--- config.mk ---
export PLATFORM = sky130hd
export DESIGN_NAME = pr_freelist
export DESIGN_NICKNAME = d
export VERILOG_FILES = /design/src/rtl/pr_freelist.sv
export SDC_FILE = /design/constraint.sdc
export NUM_CORES = 1
export LEC_CHECK = 0
export BUFFER_PORTS_ARGS = -buffer_cell sky130_fd_sc_hd__clkbuf_2
export CORE_MARGIN = 5
export CORE_UTILIZATION = 39
export DETAILED_ROUTE_END_ITERATION = 8
export PLACE_DENSITY = 0.6
export SLEW_MARGIN = 30
export SYNTH_ARGS = -nofsm -noshare
export SYNTH_HDL_FRONTEND = slang
export SYNTH_SLANG_ARGS = --single-unit
--- constraint.sdc ---
create_clock -name clk -period 6.85 [get_ports clk]
set_input_delay 0 -clock clk [delete_from_list [all_inputs] [get_ports clk]]
set_output_delay 0 -clock clk [all_outputs]
set_load 0.03 [all_outputs]
--- src/rtl/pr_freelist.sv ---
// ---------------------------------------------------------------------------
// pr_freelist
//   Free list of physical registers for a 2-wide rename stage. A 32-entry
//   circular FIFO holds the PR numbers that are currently free. Rename pops
//   from head, and ROB commit pushes the stale PR of each committing
//   instruction at tail. arch_head marks how far head would sit if only
//   committed allocations had happened. A flush rewinds head to it, which
//   returns every speculatively allocated PR to the list.
//
// Ports
//   clk            : clock, all state updates on the rising edge
//   rst            : synchronous active-high reset
//   alloc_req[1:0] : allocation request, bit0 = slot0, bit1 = slot1
//   alloc_rdy      : allocation is permitted this cycle (>= 2 free, no flush)
//   alloc_PR0/1    : PR granted to slot0 / slot1
//   commit_vld[1:0]: per-slot commit of an instruction with a destination
//   commit_old_PR0/1 : stale PR released by each commit slot
//   flush          : misprediction / exception recovery
//   free_cnt       : number of free PRs held, 0..32
// ---------------------------------------------------------------------------
module pr_freelist (
    input  logic       clk,
    input  logic       rst,
    input  logic [1:0] alloc_req,
    output logic       alloc_rdy,
    output logic [5:0] alloc_PR0,
    output logic [5:0] alloc_PR1,
    input  logic [1:0] commit_vld,
    input  logic [5:0] commit_old_PR0,
    input  logic [5:0] commit_old_PR1,
    input  logic       flush,
    output logic [5:0] free_cnt
);

    // Pointers carry a wrap bit in bit5 so that full (32) and empty (0)
    // can be told apart while bits 4:0 index the FIFO.
    logic [5:0] fifo_q [0:31];
    logic [5:0] fifo_d [0:31];
    logic [5:0] head_q, head_d;
    logic [5:0] tail_q, tail_d;
    logic [5:0] arch_head_q, arch_head_d;

    logic [5:0] head_plus1;
    logic [5:0] tail_plus1;
    logic [5:0] alloc_cnt;
    logic [5:0] commit_cnt;
    logic       alloc_fire;

    assign head_plus1 = head_q + 6'd1;
    assign tail_plus1 = tail_q + 6'd1;
    assign alloc_cnt  = {5'd0, alloc_req[0]}  + {5'd0, alloc_req[1]};
    assign commit_cnt = {5'd0, commit_vld[0]} + {5'd0, commit_vld[1]};

    // Outputs come from registered state only, so a PR pushed by commit
    // becomes visible one cycle later.
    assign free_cnt   = tail_q - head_q;
    assign alloc_rdy  = (free_cnt >= 6'd2) && !flush;
    assign alloc_fire = alloc_rdy && (alloc_req != 2'b00);

    // Slot1 takes the entry after slot0's only when slot0 is also
    // allocating; otherwise it takes the head entry itself.
    assign alloc_PR0 = fifo_q[head_q[4:0]];
    assign alloc_PR1 = alloc_req[0] ? fifo_q[head_plus1[4:0]] : fifo_q[head_q[4:0]];

    // Commit pushes go in slot order: slot0 lands at tail, slot1 lands
    // right behind it (or at tail when slot0 is idle). Pushes happen even
    // during a flush because the committing instructions are not squashed.
    always_comb begin
        fifo_d      = fifo_q;
        tail_d      = tail_q + commit_cnt;
        arch_head_d = arch_head_q + commit_cnt;
        head_d      = head_q;

        if (commit_vld[0]) begin
            fifo_d[tail_q[4:0]] = commit_old_PR0;
        end
        if (commit_vld[1]) begin
            if (commit_vld[0]) begin
                fifo_d[tail_plus1[4:0]] = commit_old_PR1;
            end else begin
                fifo_d[tail_q[4:0]] = commit_old_PR1;
            end
        end

        // Flush rewinds to the architectural head including this cycle's
        // commits; alloc_rdy is already low, so no allocation competes.
        if (flush) begin
            head_d = arch_head_d;
        end else if (alloc_fire) begin
            head_d = head_q + alloc_cnt;
        end
    end

    // Reset loads PRs 32..63 as free, since r0..r31 own PR0..PR31.
    always_ff @(posedge clk) begin
        if (rst) begin
            head_q      <= 6'd0;
            arch_head_q <= 6'd0;
            tail_q      <= 6'b100000;
            for (int i = 0; i < 32; i++) begin
                fifo_q[i] <= 6'(32 + i);
            end
        end else begin
            head_q      <= head_d;
            arch_head_q <= arch_head_d;
            tail_q      <= tail_d;
            for (int i = 0; i < 32; i++) begin
                fifo_q[i] <= fifo_d[i];
            end
        end
    end

endmodule

==> results of run 1 <==
[placed cells by master (no fill, tap or decap), drive strengths merged, types with 12 or more instances in the layout]
master,instances
mux4,120
o311ai,27
a221o,53
clkbuf,70
dfxtp,210
nand2,192
mux2i,143
a32oi,21
inv,16
o22ai,32
o32ai,23
nand2b,15
buf,36
nor2,223
a21boi,22
nor3,18
a21o,30
nand3,142
a221oi,64
a21oi,29
mux2,76
ha,12
o21ai,152
or2,26
[synth_stat cells, types with 12 or more instances]
master,instances
o21ai_0,146
or2_2,21
o32ai_1,22
buf_2,48
o311ai_0,27
nor2_1,204
a32oi_1,21
a221o_1,53
mux2_2,73
nand2b_1,15
clkbuf_1,138
a21o_1,30
nor3_1,16
inv_1,16
nand3_1,140
o22ai_1,32
buf_1,15
a21oi_1,28
a221oi_1,64
nand2_1,179
mux4_2,120
ha_1,12
a21boi_0,22
buf_4,12
dfxtp_1,210
mux2i_1,143
[per-stage QoR]
step,power [mW],area (µm²),utilization,worst slack (ns),hold WS (ns)
finish,4.26,18700,0.422,2.97,-0.0231
global route,4.40,18700,0.422,2.82,0.0806
CTS,4.23,18700,0.422,2.87,0.00934
detailed placement,2.84,17800,0.402,3.42,0.413
global placement,2.82,17800,0.402,3.47,0.416
floorplan,2.46,17500,-,3.42,0.0832
[cell families after synthesis]
family                   after synthesis  synth area share
adder cells (fa/ha/maj)               16            0.0131
XOR/XNOR                              14           0.00700
flip-flops                           210             0.240
AND/OR/NAND/NOR                      657             0.183
AO/OA/AOI/OAI                        511             0.214
multiplexers                         339             0.285
buffers and inverters                234            0.0570
[registers in the layout (all words and copies together), names as in the netlist]
name and count:
tail_q 6, arch_head_q 6, head_q 6, fifo_q 192
[power by group through the flow]
stage / Sequential, mW / Combinational, mW / Clock, mW
floorplan: 1.38 / 1.09 / 0
global placement: 1.47 / 1.35 / 0
detailed placement: 1.47 / 1.37 / 0
CTS: 1.44 / 1.38 / 1.41
global route: 1.46 / 1.49 / 1.45
finish: 1.45 / 1.41 / 1.40
[layer usage]
metal | vias to the layer above | GRT usage | share of wire
met5 | - | 0 | 0
met4 | 0 | 0.116 | 0.049
met3 | 191 | 0.0662 | 0.13
met2 | 1157 | 0.391 | 0.43
met1 | 8555 | 0.372 | 0.40
li1 | 7384 | - | -
[final timing paths]
| kind | startpoint | endpoint | slack (ns) | cells after the start |
|---|---|---|---|---|
| setup reg to reg | head_q[2]$_SDFFE_PP0P_ | head_q[4]$_SDFFE_PP0P_ | 3.35 | 8 |
| hold reg to reg | arch_head_q[5]$_SDFF_PP0_ | arch_head_q[5]$_SDFF_PP0_ | 0.51 | 2 |
| hold / removal | rst | fifo_q[14]$_SDFF_PP1_ | -0.02 | 2 |
| setup / recovery | head_q[1]$_SDFFE_PP0P_ | alloc_PR1[1] | 2.97 | 8 |
[worst max-delay path: cells and delay by family (launching register included)]
kind	cells	cell delay, ns
buf+inv	3	1.11
mux	2	1.04
fa+ha+maj	1	0.54
flops	1	0.31
compound gates	2	0.27
[cell type report]
cell class	instances	area, µm²	share of cell area
multi-input combinational	1537	12400	0.660
clock inverter	9	70.1	0.00374
tap	592	741	0.0396
clock buffer	36	759	0.0406
inverter	19	72.6	0.00388
timing repair buffer	73	508	0.0271
sequential	210	4210	0.225
[timing repair]
action                                 CTS  global route
setup buffers                            0             0
hold buffers                             3             0
endpoints found under the hold margin   10             0
gates resized for setup                  0             0
==> results.sh, run 1 <==
export IMPL_maxCapViolations=0
export IMPL_crit_path_max_fanout=52
export IMPL_grt_overflow=0
export IMPL_post_synth_top_area_cell="dfxtp_1"
export IMPL_holdWs_ns=-0.0231
export IMPL_hp_class="primary input to flip-flop"
export IMPL_vias=17300
export IMPL_synth_top_cells_by_area="dfxtp_1 24%, mux4_2 15%, mux2i_1 8.2%"
export IMPL_slew_viol_final=0
export IMPL_ys_seq_elements=210
export IMPL_yosysTopAreaCellShare=0.240
export IMPL_fp_dieW_um=222
export IMPL_first_global_vias=15900
export IMPL_drc=0
export IMPL_layout_cells_non_filler=2476
export IMPL_postSynthCellCount=1981
export IMPL_finalHoldViolCount=1
export IMPL_cts_clk_slew_worst_paths_ns=0.06
export IMPL_clock_sinks=210
export IMPL_dieArea_um2=49200
export IMPL_wl_mm=69.0
export IMPL_fmax_mhz=258
export IMPL_antenna_left=0
export IMPL_ys_seq_area_frac=0.240
export IMPL_finClkSkew_ns=0.00864
export IMPL_worstPathArrival_ns=3.88
export IMPL_gp_congestion=0.975
export IMPL_track_usage=0.266
export IMPL_combPwrFrac=0.331
export IMPL_slew_headroom=0.272
export IMPL_root_buffer="clkbuf_16"
export IMPL_synth_nets=2016
export IMPL_ios=38
export IMPL_setup_violations=0
export IMPL_p_per_area_nw_per_um2=228
export IMPL_cp_required_ns=6.85
export IMPL_drt_pass1_iterations=8
export IMPL_timing_final_crit_share=0.566
export IMPL_area_growth_pct=6.84
export IMPL_cts_buffers=26
export IMPL_cp_end_kind="output pin"
export IMPL_drt_initial_drc_count=2809
export IMPL_crit_path_cell_trace="buf_4, ha_4, buf_12, mux4_2, mux4_2, o22ai_1, a31oi_1, clkbuf_2"
export IMPL_vias_per_cell=6.98
export IMPL_irDropWorstVdd_v=0.000177
export IMPL_p_int_mw=2.70
export IMPL_netlist_area_um2=17500
export IMPL_htree_levels=1
export IMPL_antenna_found_initial=0
export IMPL_n_antenna_cell=0
export IMPL_synthArstFlopShare=0
export IMPL_ys_flop_type="dfxtp_1"
export IMPL_tns_ns=0
export IMPL_die_height_um=222
export IMPL_hpwl_mm=44.3
export IMPL_worstMarginPinSlew_ns=1.09
export IMPL_power_net_switching_mw=1.57
export IMPL_grt_max_degree=134
export IMPL_start_util=0.395
export IMPL_fin_nets=1902
export IMPL_worst_path_largest_cell_delay_ns=0.58
export IMPL_dp_cells=2427
export IMPL_criticalPathCategory="flip-flop to output pin"
export IMPL_num_rows=77
export IMPL_grt_pass1_wl_mm=104
export IMPL_cp_common_cell="mux4_2"
export IMPL_synth_enable_flop_cells=0
export IMPL_syn_area_per_cell_um2=8.84
export IMPL_violations="hold timing"
export IMPL_leakage_nw=7.27
export IMPL_layout_drive_gt1_share=0.205
export IMPL_final_min_clock_period_ns=3.88
export IMPL_cts_tree="built"
export IMPL_seqPwrFrac=0.341
export IMPL_clk_latency_ns=0.56
export IMPL_core_area_um2=44300
export IMPL_numPortBuffers=37
export IMPL_worst_setup_path_start_kind="flip-flop"
export IMPL_p_clk_frac=0.328
export IMPL_fillers=4310
export IMPL_clockBufferDepth=3
export IMPL_status="finished, violations left"
export IMPL_crit_path_top_delay_cell="buf_4"
export IMPL_rsz0062_at_grt="false"
export IMPL_swShare=0.368
export IMPL_wl_per_cell_um=27.9
export IMPL_yosys_warnings=0
export IMPL_netlist_cell_type_count=81
Power figures use the tool's default switching activity.
==> inputs of run 2 (changes only) <==
PLACE_DENSITY = 0.62   (was 0.6)
clock period = 3.3 ns   (was 6.85 ns; I/O delays follow)
==> run 2 against run 1 <==
The flow now finishes without violations. Clock-buffer cell count rose by 4. Clock power grew 120%. Critical path depth unchanged. Flip-flop and latch count unchanged.
==> results.sh, run 2 (synthesis gave the netlist of run 1 again) <==
export IMPL_hpwl_mm=46.6
export IMPL_worst_path_largest_cell_delay_ns=0.45
export IMPL_numPortBuffers=37
export IMPL_track_usage=0.271
export IMPL_grt_max_degree=127
export IMPL_timing_final_crit_share=0.978
export IMPL_grt_overflow=0
export IMPL_crit_path_top_delay_cell="buf_16"
export IMPL_core_area_um2=44300
export IMPL_combPwrFrac=0.346
export IMPL_slew_viol_final=0
export IMPL_clock_sinks=210
export IMPL_clockBufferDepth=3
export IMPL_irDropWorstVdd_v=0.000375
export IMPL_dieArea_um2=49200
export IMPL_die_height_um=222
export IMPL_worst_setup_path_start_kind="flip-flop"
export IMPL_power_net_switching_mw=3.34
export IMPL_regMostFlops="fifo_q"
export IMPL_worstMarginPinSlew_ns=1.11
export IMPL_dp_cells=2479
export IMPL_finClkSkew_ns=0.0108
export IMPL_htree_levels=1
export IMPL_p_clk_frac=0.333
export IMPL_cp_required_ns=3.30
export IMPL_p_int_mw=5.85
export IMPL_rsz0062_at_grt="false"
export IMPL_crit_path_cell_trace="buf_16, nand3_1, xnor2_1, buf_4, mux4_2, o22ai_1, a31oi_1, clkbuf_2"
export IMPL_criticalPathCategory="flip-flop to output pin"
export IMPL_reg2reg_slack_ns=0.51
export IMPL_fp_dieW_um=222
export IMPL_slew_headroom=0.262
export IMPL_vias_per_cell=6.91
export IMPL_wl_mm=70.2
export IMPL_drt_initial_drc_count=3282
export IMPL_grt_pass1_wl_mm=106
export IMPL_tns_ns=0
export IMPL_status="completed"
export IMPL_cts_clk_slew_worst_paths_ns=0.06
export IMPL_worstPathArrival_ns=3.23
export IMPL_cts_tree="built"
export IMPL_final_min_clock_period_ns=3.23
export IMPL_area_growth_pct=9.93
export IMPL_ios=38
export IMPL_maxCapViolations=0
export IMPL_cts_buffers=27
export IMPL_leakage_nw=7.58
export IMPL_layout_cells_non_filler=2531
export IMPL_drt_pass1_iterations=6
export IMPL_critPathTopFamily="buffers and inverters"
export IMPL_largest_reg_flops=192
export IMPL_seqPwrFrac=0.321
export IMPL_final_cell_mix="208 x dfxtp_1, 204 x nor2_1, 179 x nand2_1"
export IMPL_hp_class="primary input to flip-flop"
export IMPL_cp_end_kind="output pin"
export IMPL_drc=0
export IMPL_fmax_mhz=310
export IMPL_clk_latency_ns=0.56
export IMPL_cp_num_buf_inv=3
export IMPL_wl_per_cell_um=27.7
export IMPL_crit_path_max_fanout=97
export IMPL_p_per_area_nw_per_um2=477
export IMPL_antenna_found_initial=1
export IMPL_antenna_left=0
export IMPL_swShare=0.363
export IMPL_num_rows=77
export IMPL_start_util=0.395
export IMPL_holdWs_ns=0.0371
export IMPL_first_global_vias=16300
export IMPL_layout_commonest_cell="dfxtp_1"
export IMPL_setup_violations=0
export IMPL_final_core_util=0.434
export IMPL_fin_nets=1955
export IMPL_vias=17500
export IMPL_finalHoldViolCount=0
export IMPL_gp_congestion=1.06
export IMPL_root_buffer="clkbuf_16"
export IMPL_layout_drive_gt1_share=0.225
run 2: stage by stage:
| step | setup slack [ns] | cell area, µm² | power [mW] |
|---|---|---|---|
| global placement | 0.581 | 18300 | 5.98 |
| detailed placement | 0.594 | 18300 | 6.02 |
| CTS | 0.0151 | 19200 | 9.06 |
| floorplan | 0.0413 | 17500 | 5.12 |
| global route | 0.0124 | 19200 | 9.45 |
| finish | 0.0737 | 19300 | 9.18 |
run 2: worst paths after layout:
path | startpoint | endpoint | cells past startpoint
max | head_q[0]$_SDFFE_PP0P_ | alloc_PR1[5] | 8
min | alloc_req[1] | head_q[4]$_SDFFE_PP0P_ | 6
max reg2reg | head_q[0]$_SDFFE_PP0P_ | head_q[2]$_SDFFE_PP0P_ | 10
min reg2reg | fifo_q[124]$_SDFF_PP0_ | fifo_q[124]$_SDFF_PP0_ | 2
run 2: worst reg2reg max path: stages (launching register included):
cell and delay (ns):
dfxtp_4 0.40, ha_1 0.18, inv_1 0.05, fa_1 0.42, a21o_1 0.18, a21oi_1 0.29
mux2i_1 0.39, o41ai_4 0.10, buf_4 0.19, or3_1 0.32, a31oi_1 0.20
run 2: final cells by class:
cell class,count,area (µm²)
timing repair buffer,125,1000
antenna,2,5.00
multi-input combinational,1537,12300
fill,4309,25100
inverter,19,71.3
clock inverter,6,80.1
clock buffer,40,806
tap,592,741
sequential,210,4210
run 2: repair_timing:
| action | in CTS | in global routing |
|---|---|---|
| setup buffers | 0 | 0 |
| hold buffers | 3 | 0 |
| gates resized for setup | 0 | 3 |
| hold endpoints to repair | 40 | 0 |
| setup endpoints to repair | 0 | 6 |
run 2: power groups by stage:
| stage | registers [mW] | clock network [mW] | logic (mW) |
|---|---|---|---|
| after floorplan | 2.86 | 0 | 2.26 |
| after global placement | 2.98 | 0 | 3.00 |
| after detailed placement | 2.99 | 0 | 3.04 |
| after CTS | 2.93 | 3.07 | 3.05 |
| after global routing | 2.96 | 3.15 | 3.34 |
| final | 2.95 | 3.06 | 3.18 |
run 2: routing by layer:
metal	part of all wire	global-route usage	vias up
met1	0.40	0.384	8560
met3	0.13	0.0531	226
met2	0.43	0.401	1227
met5	0	0	-
li1	-	-	7471
met4	0.053	0.124	0
